$ cat config.mk
export PLATFORM = sky130hd
export DESIGN_NAME = phy_tx_lane_sched
export DESIGN_NICKNAME = d
export VERILOG_FILES = /design/src/rtl/phy_tx_lane_sched.sv
export SDC_FILE = /design/constraint.sdc
export NUM_CORES = 1
export LEC_CHECK = 0
export ABC_AREA = 1
export BUFFER_PORTS_ARGS = -buffer_cell sky130_fd_sc_hd__clkbuf_2
export CORE_MARGIN = 1
export CORE_UTILIZATION = 45
export CTS_CLUSTER_DIAMETER = 80
export DETAILED_ROUTE_END_ITERATION = 6
export PLACE_DENSITY_LB_ADDON = 0.12
export SLEW_MARGIN = 20
export SYNTH_ARGS = -nofsm -noshare
export SYNTH_HDL_FRONTEND = slang
export SYNTH_SLANG_ARGS = --single-unit
$ cat constraint.sdc
create_clock -name clk4f -period 2 [get_ports clk4f]
set_clock_uncertainty 0.2 [all_clocks]
set_input_delay 0.1 -clock clk4f [delete_from_list [all_inputs] [get_ports clk4f]]
set_output_delay 0.1 -clock clk4f [all_outputs]
set_load 0.1 [all_outputs]
$ cat src/rtl/phy_tx_lane_sched.sv
// Link-state sequencer (RST/TRAIN/ACTIVE) and 4-lane round-robin byte scheduler for the PHY transmitter.
// Optional transfer statistics counter enabled by defining PHY_TX_SCHED_STATS_EN.
module phy_tx_lane_sched #(
  parameter logic [7:0]  COM_SYM     = 8'hBC,
  parameter logic [7:0]  IDLE_SYM    = 8'h7C,
  parameter int unsigned TRAIN_LEN   = 4,
  parameter int unsigned ACTIVE_HOLD = 2,
  parameter int unsigned LOSS_LEN    = 4
) (
  input  logic        clk4f,
  input  logic        reset,
  input  logic [7:0]  in0,
  input  logic [7:0]  in1,
  input  logic [7:0]  in2,
  input  logic [7:0]  in3,
  input  logic [3:0]  valid_in,
  output logic [3:0]  ready_out,
  input  logic        active_rx,
  output logic [7:0]  out,
  output logic        validout,
  output logic [1:0]  grant,
`ifdef PHY_TX_SCHED_STATS_EN
  output logic [15:0] xfer_cnt,
`endif
  output logic [1:0]  state
);

  localparam logic [3:0] TRAIN_LIM = 4'(TRAIN_LEN);
  localparam logic [3:0] HOLD_LIM  = 4'(ACTIVE_HOLD);
  localparam logic [3:0] LOSS_LIM  = 4'(LOSS_LEN);
  localparam logic [3:0] LOSS_TRIG = 4'(LOSS_LEN - 1);

  typedef enum logic [1:0] {
    ST_RST    = 2'd0,
    ST_TRAIN  = 2'd1,
    ST_ACTIVE = 2'd2
  } st_t;

  st_t        st_q, st_d;
  logic [3:0] train_cnt, act_cnt, loss_cnt;
  logic [1:0] last_grant;
  logic [1:0] gnt_idx, cand;
  logic       gnt_vld, xfer;
  logic [7:0] sel_byte;
  logic [7:0] out_p1;
  logic       vld_p1;
  logic [1:0] grant_p1;

  function automatic logic [3:0] sat_inc(input logic [3:0] v, input logic [3:0] lim);
    return (v >= lim) ? lim : v + 4'd1;
  endfunction

  // State register
  always_ff @(posedge clk4f or posedge reset) begin
    if (reset) st_q <= ST_RST;
    else       st_q <= st_d;
  end

  // Next-state logic; loss exit fires on the cycle that completes LOSS_LEN idle-rx cycles
  always_comb begin
    st_d = st_q;
    case (st_q)
      ST_RST:    st_d = ST_TRAIN;
      ST_TRAIN:  if (train_cnt >= TRAIN_LIM && act_cnt >= HOLD_LIM) st_d = ST_ACTIVE;
      ST_ACTIVE: if (!active_rx && loss_cnt >= LOSS_TRIG) st_d = ST_TRAIN;
      default:   st_d = ST_RST;
    endcase
  end

  // Round-robin search starting one past the last granted lane
  always_comb begin
    gnt_vld = 1'b0;
    gnt_idx = 2'd0;
    cand    = 2'd0;
    for (int k = 1; k <= 4; k++) begin
      cand = last_grant + 2'(k);
      if (!gnt_vld && valid_in[cand]) begin
        gnt_vld = 1'b1;
        gnt_idx = cand;
      end
    end
  end

  // Output logic
  always_comb begin
    ready_out = 4'b0000;
    if (st_q == ST_ACTIVE && gnt_vld) ready_out = 4'b0001 << gnt_idx;
    xfer = |(ready_out & valid_in);
    case (gnt_idx)
      2'd0:    sel_byte = in0;
      2'd1:    sel_byte = in1;
      2'd2:    sel_byte = in2;
      default: sel_byte = in3;
    endcase
  end

  // train_cnt counts COM bytes put on out, so the RST edge (which emits the first COM) counts too
  always_ff @(posedge clk4f or posedge reset) begin
    if (reset) begin
      train_cnt <= 4'd0;
      act_cnt   <= 4'd0;
      loss_cnt  <= 4'd0;
    end else begin
      case (st_q)
        ST_RST: begin
          train_cnt <= sat_inc(train_cnt, TRAIN_LIM);
          act_cnt   <= 4'd0;
          loss_cnt  <= 4'd0;
        end
        ST_TRAIN: begin
          train_cnt <= sat_inc(train_cnt, TRAIN_LIM);
          act_cnt   <= active_rx ? sat_inc(act_cnt, HOLD_LIM) : 4'd0;
          loss_cnt  <= 4'd0;
        end
        ST_ACTIVE: begin
          if (st_d == ST_TRAIN) begin
            train_cnt <= 4'd0;
            act_cnt   <= 4'd0;
            loss_cnt  <= 4'd0;
          end else begin
            loss_cnt <= active_rx ? 4'd0 : sat_inc(loss_cnt, LOSS_LIM);
          end
        end
        default: begin
          train_cnt <= 4'd0;
          act_cnt   <= 4'd0;
          loss_cnt  <= 4'd0;
        end
      endcase
    end
  end

  // Stage p1: registered byte toward the serializer; a granted byte wins over COM/IDLE fill
  always_ff @(posedge clk4f or posedge reset) begin
    if (reset) begin
      out_p1     <= 8'h00;
      vld_p1     <= 1'b0;
      grant_p1   <= 2'd0;
      last_grant <= 2'd3;
    end else if (xfer) begin
      out_p1     <= sel_byte;
      vld_p1     <= 1'b1;
      grant_p1   <= gnt_idx;
      last_grant <= gnt_idx;
    end else begin
      vld_p1 <= 1'b0;
      case (st_d)
        ST_TRAIN:  out_p1 <= COM_SYM;
        ST_ACTIVE: out_p1 <= IDLE_SYM;
        default:   out_p1 <= 8'h00;
      endcase
    end
  end

`ifdef PHY_TX_SCHED_STATS_EN
  always_ff @(posedge clk4f or posedge reset) begin
    if (reset)     xfer_cnt <= 16'h0000;
    else if (xfer) xfer_cnt <= xfer_cnt + 16'h0001;
  end
`endif

  assign out      = out_p1;
  assign validout = vld_p1;
  assign grant    = grant_p1;
  assign state    = st_q;

endmodule

Word-level counts from Yosys, hierarchy flattened:

Index checks and enable logic that the tools add are counted.
W data, S select, Z words.

* mux-type cells: 34
* $add $sub $neg: 6
* magnitude comparators: 8
* reduce and logical (&&, ||, !) cells: 14
* bitwise operators: 1
* shifts and indexed selects: 1
* eq/ne operators: 7

Operators by type and width (number)
* $mux W4: 9
* $pmux W8 S3: 1
* $pmux W4 S2: 2
* $pmux W8 S2: 1
* $add A4 B1 Y4 const B: 3
* $lt A2 B3 Y1 const B: 4
* $mux W2: 6
* $mux W1: 9
* $bmux W1 S2: 4
* $ge A4 B2 Y1 const B: 2
* $ge A4 B3 Y1 const B: 2
* $mux W8: 1
* $eq A2 B1 Y1 const B: 3
* $eq A2 B2 Y1 const B: 3
* $logic_and A1 B1 Y1: 6
* $pmux W2 S3: 1
* $add A2 B2 Y2 const B: 2
* $and A4 B4 Y4: 1
* $logic_not A1 Y1: 4
* $logic_not A2 Y1: 2
* $reduce_or A4 Y1: 1
* $shl A1 B2 Y4 const A: 1
* $add A2 B1 Y2 const B: 1
* $ne A2 B1 Y1 const B: 1
* $reduce_or A2 Y1: 1

* output and inout port bits: 17
* register bits: 27
* word-level logic and storage cells: 79
* bits of input ports: 39

Logic depth before layout (Yosys ltp):

* word-level depth: 18
* mapped depth: 16
* depth with buffers taken out: 15

Worst setup path before layout:

Ideal clock, no wire load.

* kind: register to output
* start: register st_q[1], in the netlist state[1]
* end: output ready_out[0]
* required time: 1.700 ns
* stages on the path, launching flop included: 5
* arrival: 3.631 ns
* path slack: -1.931 ns
* path buffers: 0
* cell sequence: dfrtp_1 inv_1 nor2_1 nand2_2 nor3_1

* cells in the longest elaborated chain, start to end: 3

Ends and longest elaborated chain
* start: declaration: line 39 `st_t st_q, st_d;`
* start signal: assignment: line 56 `else st_q <= st_d;`
* $eq A2 B2 Y1: line 87 `if (st_q == ST_ACTIVE && gnt_vld) ready_out = 4'b0001 << gnt_idx;`
* $logic_and A1 B1 Y1: line 87
* $mux W4: line 87
* end: declaration: line 17 `output logic [3:0] ready_out,`

No other way between the ends.

Worst setup path after layout:

* start: register last_grant[0]
* end: output ready_out[0]

* cells in the longest elaborated chain, start to end: 15
* elaborated cells between the ends (all ways): 28
* classes of those cells: 3 x add/sub; 1 x shift; 17 x mux; 7 x reduce/logical

Ends and longest elaborated chain
* start: declaration: line 41 `logic [1:0] last_grant;`
* start signal: assignment: line 144 `last_grant <= gnt_idx;`
* $add A2 B1 Y2: line 76 `cand = last_grant + 2'(k);`
* $bmux W1 S2: line 77 `if (!gnt_vld && valid_in[cand]) begin`
* $mux W1 (not written as such): line 77
* $mux W1: line 77
* $logic_not A1 Y1: line 77
* $logic_and A1 B1 Y1: line 77
* $mux W1: line 77
* $logic_not A1 Y1: line 77
* $logic_and A1 B1 Y1: line 77
* $mux W1: line 77
* $logic_not A1 Y1: line 77
* $logic_and A1 B1 Y1: line 77
* $mux W2 or $mux W1 (tied branches): line 77
* $shl A1 B2 Y4 or $logic_and A1 B1 Y1 (tied branches): line 87
* $mux W4 *: line 87

Every way passes the cells marked *; elsewhere a longest branch is shown, timed or not. The select of a mux whose other input is x is not followed.

==> metrics.csv <==
metric,value,unit
die height,63.40,µm
Non-Filler Instances,395,
most numerous cell in the Yosys netlist,nand2_1,
"Top FF cell, synth",dfrtp_1,
Clock Tree Buf Depth,2,
fin crit share,125.4,%
dominant cells by area after synthesis,"dfrtp_1, nand2_1, nand3_1",
Die Wd,63.40,µm
Async SR Flop Fraction,100.0,%
Fillers,226,
peak fanout along the critical path,9,
"Seq/Total Area, Yosys",39.97,%
M2 GR Usage,47.34,%
largest net degree at the start of global routing,28,
unrepaired setup endpoints after global routing,yes,
Cells after DPL,354,
latest clock arrival within the worst-skew pair,280,ps
global placement routability congestion,0.8170,
startpoint types,register,
area grow syn2layout,65.71,%
CTS H-tree lvls,1,
register bit total from synthesis,27,
CTS tree,done,
Fmax,0.3988,GHz
initial core utilization,48.92,%
synthesized instance count,231,
max-slew violation count,0,
run status,finished with violations,
grt met3 use,4.891,%
First-pass DRT Iterations,4,
post-route design area,0.002811,mm²
fin util,81.06,%
Post-Synthesis Cell Area,0.001697,mm²
GRT Total Usage,26.86,%
Final ANT Viol Nets,0,
pwr/cell area,2008,mW/mm²
layout cells sized above 1,41.83,%
crit path DAT,2210,ps
Worst Tran Pin Value,562.4,ps
Post-synth EDFFs,0,
Post-synth top cells,"nand2_1, nand3_1, dfrtp_1, inv_1, nor2_1",
Synth top area share,36.87,%
Final setup viols,17,
violations in the final reports,setup timing,
VDD IR max,1.699,mV
"Hold Vio Cnt, Final",0,
vias in the first global route,1895,
dpl hpwl,3.257,mm
Max transition margin,62.66,%
Min-Delay Path Class,in2reg,
via count,2012,
Tot Pwr,5.646,mW
DRT iter0 DRCs,99,
Avg WL per Cell,13.49,µm
cts bufs inserted,3,
Port Buffers,55,
Worst Path Required,1700,ps
LEAKAGE,1.444,nW
Max-Cap Viols,0,
leading area contributor after synthesis,dfrtp_1,
DP Area,0.002307,mm²
endpoint class of the critical path,output pin,
Top Ports,56,
mean area per synthesized cell,7.345,µm²
nets,393,
critical path type,reg2out,
yosys warns,0,
synth unique cells,24,
initial antenna violation count,0,
clk root buf,clkbuf_8,
GR Util met1,31.49,%
global route hottest layer,met2,
Multi-input gate area,979.7,µm²
Sink Count,27,
Vias/cell,5.094,
die area,0.004020,mm²
gr ovfl total,0,
final setup margin,-507.7,ps
DRC,0,
ant diodes,0,
first-pass GRT wire length,8.266,mm
WL final,5.329,mm
shortest period the worst path allows,2508,ps
Placeable Area,0.003468,mm²
Register Area,680.7,µm²
"Reg clk slew, reported paths",90,ps
row count,21,
final cells by class:
cell class                 instances  area share [%]
clock buffer                       3           1.469
sequential                        27           24.21
inverter                          23           3.204
clock inverter                     1          0.1780
multi-input combinational        176           34.85
tap                               46           2.047
timing repair buffer             119           34.05
where the power goes:
part	total (mW)	switching [mW]	internal (mW)	leakage (nW)
Combinational	4.49	2.75	1.74	1.09
Clock	0.309	0.169	0.140	0.0255
Sequential	0.847	0.117	0.730	0.329
per-stage QoR:
stage / setup WS, ps / setup TNS [ps] / hold slack, ps
finish: -507.7 / -5361 / 3.903
global route: -609.4 / -7081 / 10.52
CTS: -483.0 / -4447 / 1.812
detailed placement: -274.3 / -3458 / -52.22
global placement: -252.5 / -2965 / -48.41
floorplan: -526.8 / -2699 / -48.91
routing by layer:
metal | wire [µm] | vias to the layer above
met3 | 277 | 17
met2 | 2720 | 69
met4 | 167 | 0
li1 | - | 978
met1 | 2164 | 948
met5 | 0 | -
cell families (layout without fill, tap and decap cells):
logic type | after synthesis | after routing | share of synthesized area, %
fa+ha+maj | 4 | 4 | 2.950
flops | 27 | 27 | 39.97
simple gates | 154 | 154 | 42.11
compound gates | 16 | 16 | 5.531
other cells | 1 | 2 | 0.2210
buf+inv | 29 | 146 | 9.218
cell usage in the layout (no fill, tap or decap), drive strengths merged:
cell type	n
a21oi	5
inv	22
clkinvlp	1
conb	2
or2	3
clkbuf	54
nand2	84
buf	44
nor3	5
a32o	2
nor2	21
clkinv	1
dlygate4sd3	24
nand4	7
dfstp	2
o21ai	9
nand3	34
dfrtp	25
ha	4
sequential cells by signal, indices dropped and copies added (netlist names):
| signal | count |
|---|---|
| grant | 2 |
| state | 2 |
| loss_cnt | 4 |
| last_grant | 2 |
| train_cnt | 4 |
| out | 8 |
| act_cnt | 4 |
| validout | 1 |
final timing paths:
path	start	endpoint	slack (ps)	depth (start not counted)
max	last_grant[0]$_DFFE_PP1N_	ready_out[0]	-510	12
min	in2[4]	out[4]$_DFF_PP0_	4	5
max reg2reg	last_grant[0]$_DFFE_PP1N_	out[3]$_DFF_PP0_	-290	15
min reg2reg	train_cnt[3]$_DFFE_PP0P_	train_cnt[3]$_DFFE_PP0P_	300	2
max in group asynchronous	reset	last_grant[0]$_DFFE_PP1N_	1120	4
min in group asynchronous	reset	train_cnt[3]$_DFFE_PP0P_	180	4
critical path, cell delays in order (launching register included):
cell and delay [ps]:
dfstp_2 570, buf_12 120, nand2_1 60, nand2_2 100, nand2_2 70, nand2_2 100
nor2_2 50, nand3_2 110, buf_6 120, nand2_4 60, buf_12 160, nor3_4 210
buf_12 200
timing repair:
item	in CTS	in global routing
resized for setup	16	17
hold endpoints to repair	40	0
endpoints found under the setup margin	17	24
setup buffers	8	5
pin swaps	6	5
hold buffers	24	0
No activity file was read; power rests on OpenSTA's default activity.
